==> config.mk <==
export PLATFORM = sky130hd
export DESIGN_NAME = ram_tester
export DESIGN_NICKNAME = d
export VERILOG_FILES = /design/src/rtl/ram_tester_pkg.sv /design/src/rtl/ram_tester.sv
export SDC_FILE = /design/constraint.sdc
export NUM_CORES = 1
export LEC_CHECK = 0
export BUFFER_PORTS_ARGS = -buffer_cell sky130_fd_sc_hd__buf_2
export CAP_MARGIN = 40
export CELL_PAD_IN_SITES_DETAIL_PLACEMENT = 0
export CELL_PAD_IN_SITES_GLOBAL_PLACEMENT = 2
export CORE_ASPECT_RATIO = 1.1
export CORE_UTILIZATION = 36
export DETAILED_ROUTE_END_ITERATION = 7
export GPL_ROUTABILITY_DRIVEN = 0
export PLACE_DENSITY_LB_ADDON = 0.1
export SYNTH_ARGS = -nofsm -noshare
export SYNTH_HDL_FRONTEND = slang
export SYNTH_SLANG_ARGS = --single-unit
==> constraint.sdc <==
create_clock -name i_clk_rt -period 2.7 [get_ports i_clk_rt]
set_input_delay 0.54 -clock i_clk_rt [delete_from_list [all_inputs] [get_ports i_clk_rt]]
set_output_delay 0.54 -clock i_clk_rt [all_outputs]
set_load 0.05 [all_outputs]
==> src/rtl/ram_tester_pkg.sv <==
// Shared definitions for the RAM tester: state encoding and the test pattern generator.
package ram_tester_pkg;

    localparam logic [2:0] IDLE  = 3'd0;
    localparam logic [2:0] WRITE = 3'd1;
    localparam logic [2:0] READ  = 3'd2;
    localparam logic [2:0] DRAIN = 3'd3;
    localparam logic [2:0] DONE  = 3'd4;

    typedef enum logic [2:0] {
        StIdle  = IDLE,
        StWrite = WRITE,
        StRead  = READ,
        StDrain = DRAIN,
        StDone  = DONE
    } state_e;

    // Widest word the pattern helper supports; callers truncate to their own width.
    localparam int unsigned PAT_W = 64;

    function automatic logic [PAT_W-1:0] pattern(
        input logic [PAT_W-1:0] seed,
        input logic [PAT_W-1:0] k,
        input logic             mode
    );
        logic [PAT_W-1:0] sum;
        sum = seed + k;
        return mode ? ~sum : sum;
    endfunction

endpackage

==> src/rtl/ram_tester.sv <==
// Write/read-back tester driving a single-port synchronous RAM with 1-cycle read latency.
module ram_tester
    import ram_tester_pkg::*;
#(
    parameter int unsigned DATA_WIDTH = 8,
    parameter int unsigned ADDR_WIDTH = 4,
    parameter int unsigned RAM_DEPTH  = 16
) (
    input  logic                  i_clk_rt,
    input  logic                  i_rst_n_rt,
    input  logic                  i_start_rt,
    input  logic [DATA_WIDTH-1:0] i_seed_rt,
    input  logic                  i_mode_rt,
    output logic                  o_busy_rt,
    output logic                  o_done_rt,
    output logic                  o_pass_rt,
    output logic [ADDR_WIDTH:0]   o_err_cnt_rt,
    output logic [ADDR_WIDTH-1:0] o_err_addr_rt,
    output logic [ADDR_WIDTH-1:0] o_addr_rt,
    output logic [DATA_WIDTH-1:0] o_wdata_rt,
    output logic                  o_en_rt,
    output logic                  o_we_rt,
    output logic                  o_re_rt,
    input  logic [DATA_WIDTH-1:0] i_rdata_rt
);

    localparam logic [ADDR_WIDTH-1:0] LAST_K  = ADDR_WIDTH'(RAM_DEPTH - 1);
    localparam logic [ADDR_WIDTH:0]   CNT_MAX = (ADDR_WIDTH + 1)'(RAM_DEPTH);

    state_e                state_q, state_d;
    logic [ADDR_WIDTH-1:0] k_q, k_d;
    logic [DATA_WIDTH-1:0] seed_q, seed_d;
    logic                  mode_q, mode_d;
    logic [DATA_WIDTH-1:0] wdata_q, wdata_d;
    logic                  en_q, en_d;
    logic                  we_q, we_d;
    logic                  re_q, re_d;
    logic                  busy_q, busy_d;
    logic                  done_q, done_d;
    logic                  pass_q, pass_d;
    logic [ADDR_WIDTH:0]   err_cnt_q, err_cnt_d;
    logic [ADDR_WIDTH-1:0] err_addr_q, err_addr_d;
    // Compare pipeline: expected word/address trail the read request by one cycle.
    logic                  chk_vld_q, chk_vld_d;
    logic [DATA_WIDTH-1:0] exp_q, exp_d;
    logic [ADDR_WIDTH-1:0] exp_addr_q, exp_addr_d;

    logic                  mismatch;
    logic [ADDR_WIDTH-1:0] k_next;

    function automatic logic [DATA_WIDTH-1:0] pat_at(
        input logic [DATA_WIDTH-1:0] s,
        input logic [ADDR_WIDTH-1:0] k,
        input logic                  m
    );
        return DATA_WIDTH'(pattern(PAT_W'(s), PAT_W'(k), m));
    endfunction

    always_comb begin
        state_d    = state_q;
        k_d        = k_q;
        seed_d     = seed_q;
        mode_d     = mode_q;
        wdata_d    = '0;
        en_d       = 1'b0;
        we_d       = 1'b0;
        re_d       = 1'b0;
        busy_d     = 1'b0;
        done_d     = 1'b0;
        pass_d     = pass_q;
        err_cnt_d  = err_cnt_q;
        err_addr_d = err_addr_q;
        chk_vld_d  = 1'b0;
        exp_d      = '0;
        exp_addr_d = '0;
        k_next     = k_q + 1'b1;
        mismatch   = chk_vld_q && (i_rdata_rt != exp_q);

        if (mismatch) begin
            if (err_cnt_q != CNT_MAX) begin
                err_cnt_d = err_cnt_q + 1'b1;
            end
            if (err_cnt_q == '0) begin
                err_addr_d = exp_addr_q;
            end
        end

        unique case (state_q)
            StIdle: begin
                if (i_start_rt) begin
                    seed_d     = i_seed_rt;
                    mode_d     = i_mode_rt;
                    err_cnt_d  = '0;
                    err_addr_d = '0;
                    pass_d     = 1'b0;
                    k_d        = '0;
                    state_d    = StWrite;
                    busy_d     = 1'b1;
                    en_d       = 1'b1;
                    we_d       = 1'b1;
                    wdata_d    = pat_at(i_seed_rt, '0, i_mode_rt);
                end
            end
            StWrite: begin
                busy_d = 1'b1;
                en_d   = 1'b1;
                if (k_q == LAST_K) begin
                    k_d     = '0;
                    state_d = StRead;
                    re_d    = 1'b1;
                end else begin
                    k_d     = k_next;
                    we_d    = 1'b1;
                    wdata_d = pat_at(seed_q, k_next, mode_q);
                end
            end
            StRead: begin
                busy_d     = 1'b1;
                chk_vld_d  = 1'b1;
                exp_d      = pat_at(seed_q, k_q, mode_q);
                exp_addr_d = k_q;
                if (k_q == LAST_K) begin
                    k_d     = '0;
                    state_d = StDrain;
                end else begin
                    k_d  = k_next;
                    en_d = 1'b1;
                    re_d = 1'b1;
                end
            end
            StDrain: begin
                // The final read word is compared this cycle, so pass uses the updated count.
                state_d = StDone;
                done_d  = 1'b1;
                pass_d  = (err_cnt_d == '0);
            end
            StDone: begin
                state_d = StIdle;
            end
            default: begin
                state_d = StIdle;
            end
        endcase
    end

    always_ff @(posedge i_clk_rt or negedge i_rst_n_rt) begin
        if (!i_rst_n_rt) begin
            state_q    <= StIdle;
            k_q        <= '0;
            seed_q     <= '0;
            mode_q     <= 1'b0;
            wdata_q    <= '0;
            en_q       <= 1'b0;
            we_q       <= 1'b0;
            re_q       <= 1'b0;
            busy_q     <= 1'b0;
            done_q     <= 1'b0;
            pass_q     <= 1'b0;
            err_cnt_q  <= '0;
            err_addr_q <= '0;
            chk_vld_q  <= 1'b0;
            exp_q      <= '0;
            exp_addr_q <= '0;
        end else begin
            state_q    <= state_d;
            k_q        <= k_d;
            seed_q     <= seed_d;
            mode_q     <= mode_d;
            wdata_q    <= wdata_d;
            en_q       <= en_d;
            we_q       <= we_d;
            re_q       <= re_d;
            busy_q     <= busy_d;
            done_q     <= done_d;
            pass_q     <= pass_d;
            err_cnt_q  <= err_cnt_d;
            err_addr_q <= err_addr_d;
            chk_vld_q  <= chk_vld_d;
            exp_q      <= exp_d;
            exp_addr_q <= exp_addr_d;
        end
    end

    assign o_busy_rt     = busy_q;
    assign o_done_rt     = done_q;
    assign o_pass_rt     = pass_q;
    assign o_err_cnt_rt  = err_cnt_q;
    assign o_err_addr_rt = err_addr_q;
    assign o_addr_rt     = k_q;
    assign o_wdata_rt    = wdata_q;
    assign o_en_rt       = en_q;
    assign o_we_rt       = we_q;
    assign o_re_rt       = re_q;

endmodule

==> results.tsv <==
metric	value	unit
outcome	finished clean	
die-area	8340	µm²
drcViolationCount	0	
initial_core_util	37.8	%
grt_overflow	0	
crit_start	o_addr_rt[0]	
ff2ff_setup_slack	0.58	ns
seq_area_frac_synth	45.3	%
worstSetupPathType	flop to flop	
clock_sinks	52	
utilization	43.3	%
max_cap_violations	0	
antenna_found_initial	0	
core	7600	µm²
clk_pin_slew_worst_paths	0.10	ns
syn_nets	302	
ioPinCount	47	
worst_pin_slew	0.607	ns
grt_pass1_vias	2113	
cts_buffers	5	
post_cts_buffers	0	
post-place-ws	0.601	ns
fp.dieW	87.2	µm
critPathCaptureType	flop	
syn_area	2870	µm²
timing.rr.start	o_addr_rt[0]	
slew_headroom	59.5	%
hold_viol	0	
critPathMaxStageDelay	0.49	ns
fp.dieH	95.7	µm
regArea	1300	µm²
slowest_stage	dfrtp_1	
drt-vias-per-instance	4.90	
ys_ff_latch	52	
crit_path_start_kind	flop	
endpoint	o_wdata_rt[7]	
syn2layout_area_growth	14.6	%
setup_viol	0	
h-tree-depth	2	
hold_slack	0.141	ns
ctsResizeCount	0	
fmaxAchievable	472	MHz
dr.pass1.iters	4	
tns	0	ns
clock_latency	0.31	ns
reg2reg_depth	7	
path_cells	nand3_1 > xnor2_1 > ha_1 > a21o_1 > a31o_2 > and4_1 > o32ai_1	
dp_hpwl	4.55	mm
port_buffers	46	
path_max_fanout	7	
rows	33	
antenna_cells	0	
final_nets	346	
yosys_warnings	0	
finalCriticalPeriod	2.12	ns
syn-instance-count	268	
powerDensity	1280	nW/µm²
fin_ws	0.583	ns
skew	0.00956	ns
ir_worst_vdd	0.770	mV
synth_area_per_cell	10.7	µm²
grt.total_usage	16.7	%
num-fill-cells	792	
rsz0062_at_grt	no	
grt_max_degree	38	
ctsHoldBuffers	0	
cp.arrival	2.32	ns
fin_crit_sh	78.4	%
postRouteAntennaNets	0	
report.final.slew_viol_count	0	
clockBufferDepth	2	
num_vias	2048	
power.leakage	0.00152	µW
timing.rr.end	o_wdata_rt[7]	
root_buffer	clkbuf_8	
grt_pass1_wl	10.7	mm
hold_path_class	primary input to asynchronous set/reset pin	
cp_data_required_time	2.91	ns
postRouteWirelength	6.13	mm
drive_gt1_share	23.6	%
synth.distinct_cells	47	
cts_tree	done	
detail_route.iter0.violations	91	
routedWlPerCell	14.7	µm
multi_input_area	1460	µm²
==> synth_stat cells (all sizes together) <==
library cell	instances	area, µm²
dfrtp	52	1300
xnor2	30	263
nand2	27	104
a21oi	17	96.4
nor2	13	53.8
ha	12	150
inv	11	41.3
buf	10	62.6
mux2	9	101
mux2i	9	90.1
nand3	8	52.6
xor2	8	70.1
nand4	6	37.5
o22ai	6	37.5
and2	4	25.0
and4	4	35.0
nand2b	4	32.5
a21o	3	22.5
a31o	3	26.3
a31oi	3	18.8
a32o	3	30.0
nor3	3	15.0
and3	2	12.5
fa	2	40.0
nand3b	2	15.0
o211ai	2	20.0
o21ai	2	10.0
o21bai	2	15.0
o32ai	2	17.5
or3	2	12.5
a2111oi	1	15.0
a21boi	1	11.3
clkbuf	1	3.75
nand4bb	1	11.3
nor2b	1	6.26
o2111ai	1	8.76
or2	1	6.26
==> how the worst min path moves through the flow <==
stage | startpoint | cells after the start | end
2_1_floorplan | i_rst_n_rt | 0 | chk_vld_q
3_3_place_gp | i_rst_n_rt | 1 | o_err_cnt_rt[0]
4_1_cts | i_rst_n_rt | 1 | o_err_cnt_rt[0]
6_report | i_rst_n_rt | 1 | o_err_cnt_rt[0]
3_5_place_dp | i_rst_n_rt | 1 | o_err_cnt_rt[0]
5_1_grt | i_rst_n_rt | 1 | o_err_cnt_rt[0]
==> sequential cells by signal, summed over array words and instances, names as in the netlist <==
signal and flops:
o_wdata_rt 8, chk_vld_q 1, o_pass_rt 1, seed_q 8
o_re_rt 1, exp_addr_q 4, o_we_rt 1, state_q 3
o_en_rt 1, mode_q 1, o_err_addr_rt 4, exp_q 8
o_err_cnt_rt 5, o_done_rt 1, o_addr_rt 4, o_busy_rt 1
==> where the power goes <==
part,switching [µW],total (µW),internal [µW]
clock,254,529,276
combinational,1440,2410,968
sequential,270,1280,1010
total,1960,4220,2260
==> logic make-up (layout without fill, tap and decap cells) <==
logic type / after synthesis / in the layout / synth area share (%)
AO/OA/AOI/OAI: 46 / 46 / 11.5
multiplexers: 18 / 18 / 6.67
AND/OR/NAND/NOR: 78 / 78 / 14.6
adder cells (fa/ha/maj): 14 / 14 / 6.62
XOR/XNOR: 38 / 38 / 11.6
buffers and inverters: 22 / 67 / 3.75
flip-flops: 52 / 52 / 45.3
==> cell type report <==
| class | count | share of cell area, % |
|---|---|---|
| clock buffer | 6 | 2.21 |
| clock inverter | 2 | 1.07 |
| inverter | 11 | 1.26 |
| multi-input combinational | 194 | 44.5 |
| sequential | 52 | 39.6 |
| tap | 105 | 3.99 |
| timing repair buffer | 48 | 7.46 |
==> cell usage in the layout, fill, tap and decap left out, types with 7 or more instances in the layout <==
master    n
dfrtp_1  52
buf_2    46
xnor2_1  30
nand2_1  26
a21oi_1  16
ha_1     12
nor2_1   11
inv_1    10
mux2i_1   9
xor2_1    8
nand3_1   7
==> worst max-delay path: cells and delay by family, from the launching register on <==
kind                     cells  cell delay [ns]
XOR/XNOR                     1             0.27
AND/OR/NAND/NOR              2             0.32
AO/OA/AOI/OAI                3             0.63
adder cells (fa/ha/maj)      1             0.32
flip-flops                   1             0.49
==> metrics by stage <==
step / area (µm²) / instances / power (µW)
3_3_place_gp: 3180 / 410 / 3720
6_report: 3290 / 418 / 4220
2_1_floorplan: 2870 / 268 / 3210
5_1_grt: 3290 / 418 / 4580
4_1_cts: 3290 / 418 / 4270
3_5_place_dp: 3180 / 410 / 3710
==> metal layers <==
layer  part of all wire (%)  global-route usage (%)
met4                   0.90                    4.51
met1                     50                    23.5
met5                      0                       0
met2                     44                    26.4
met3                    4.6                    3.03
No activity file was read; power rests on OpenSTA's default activity.
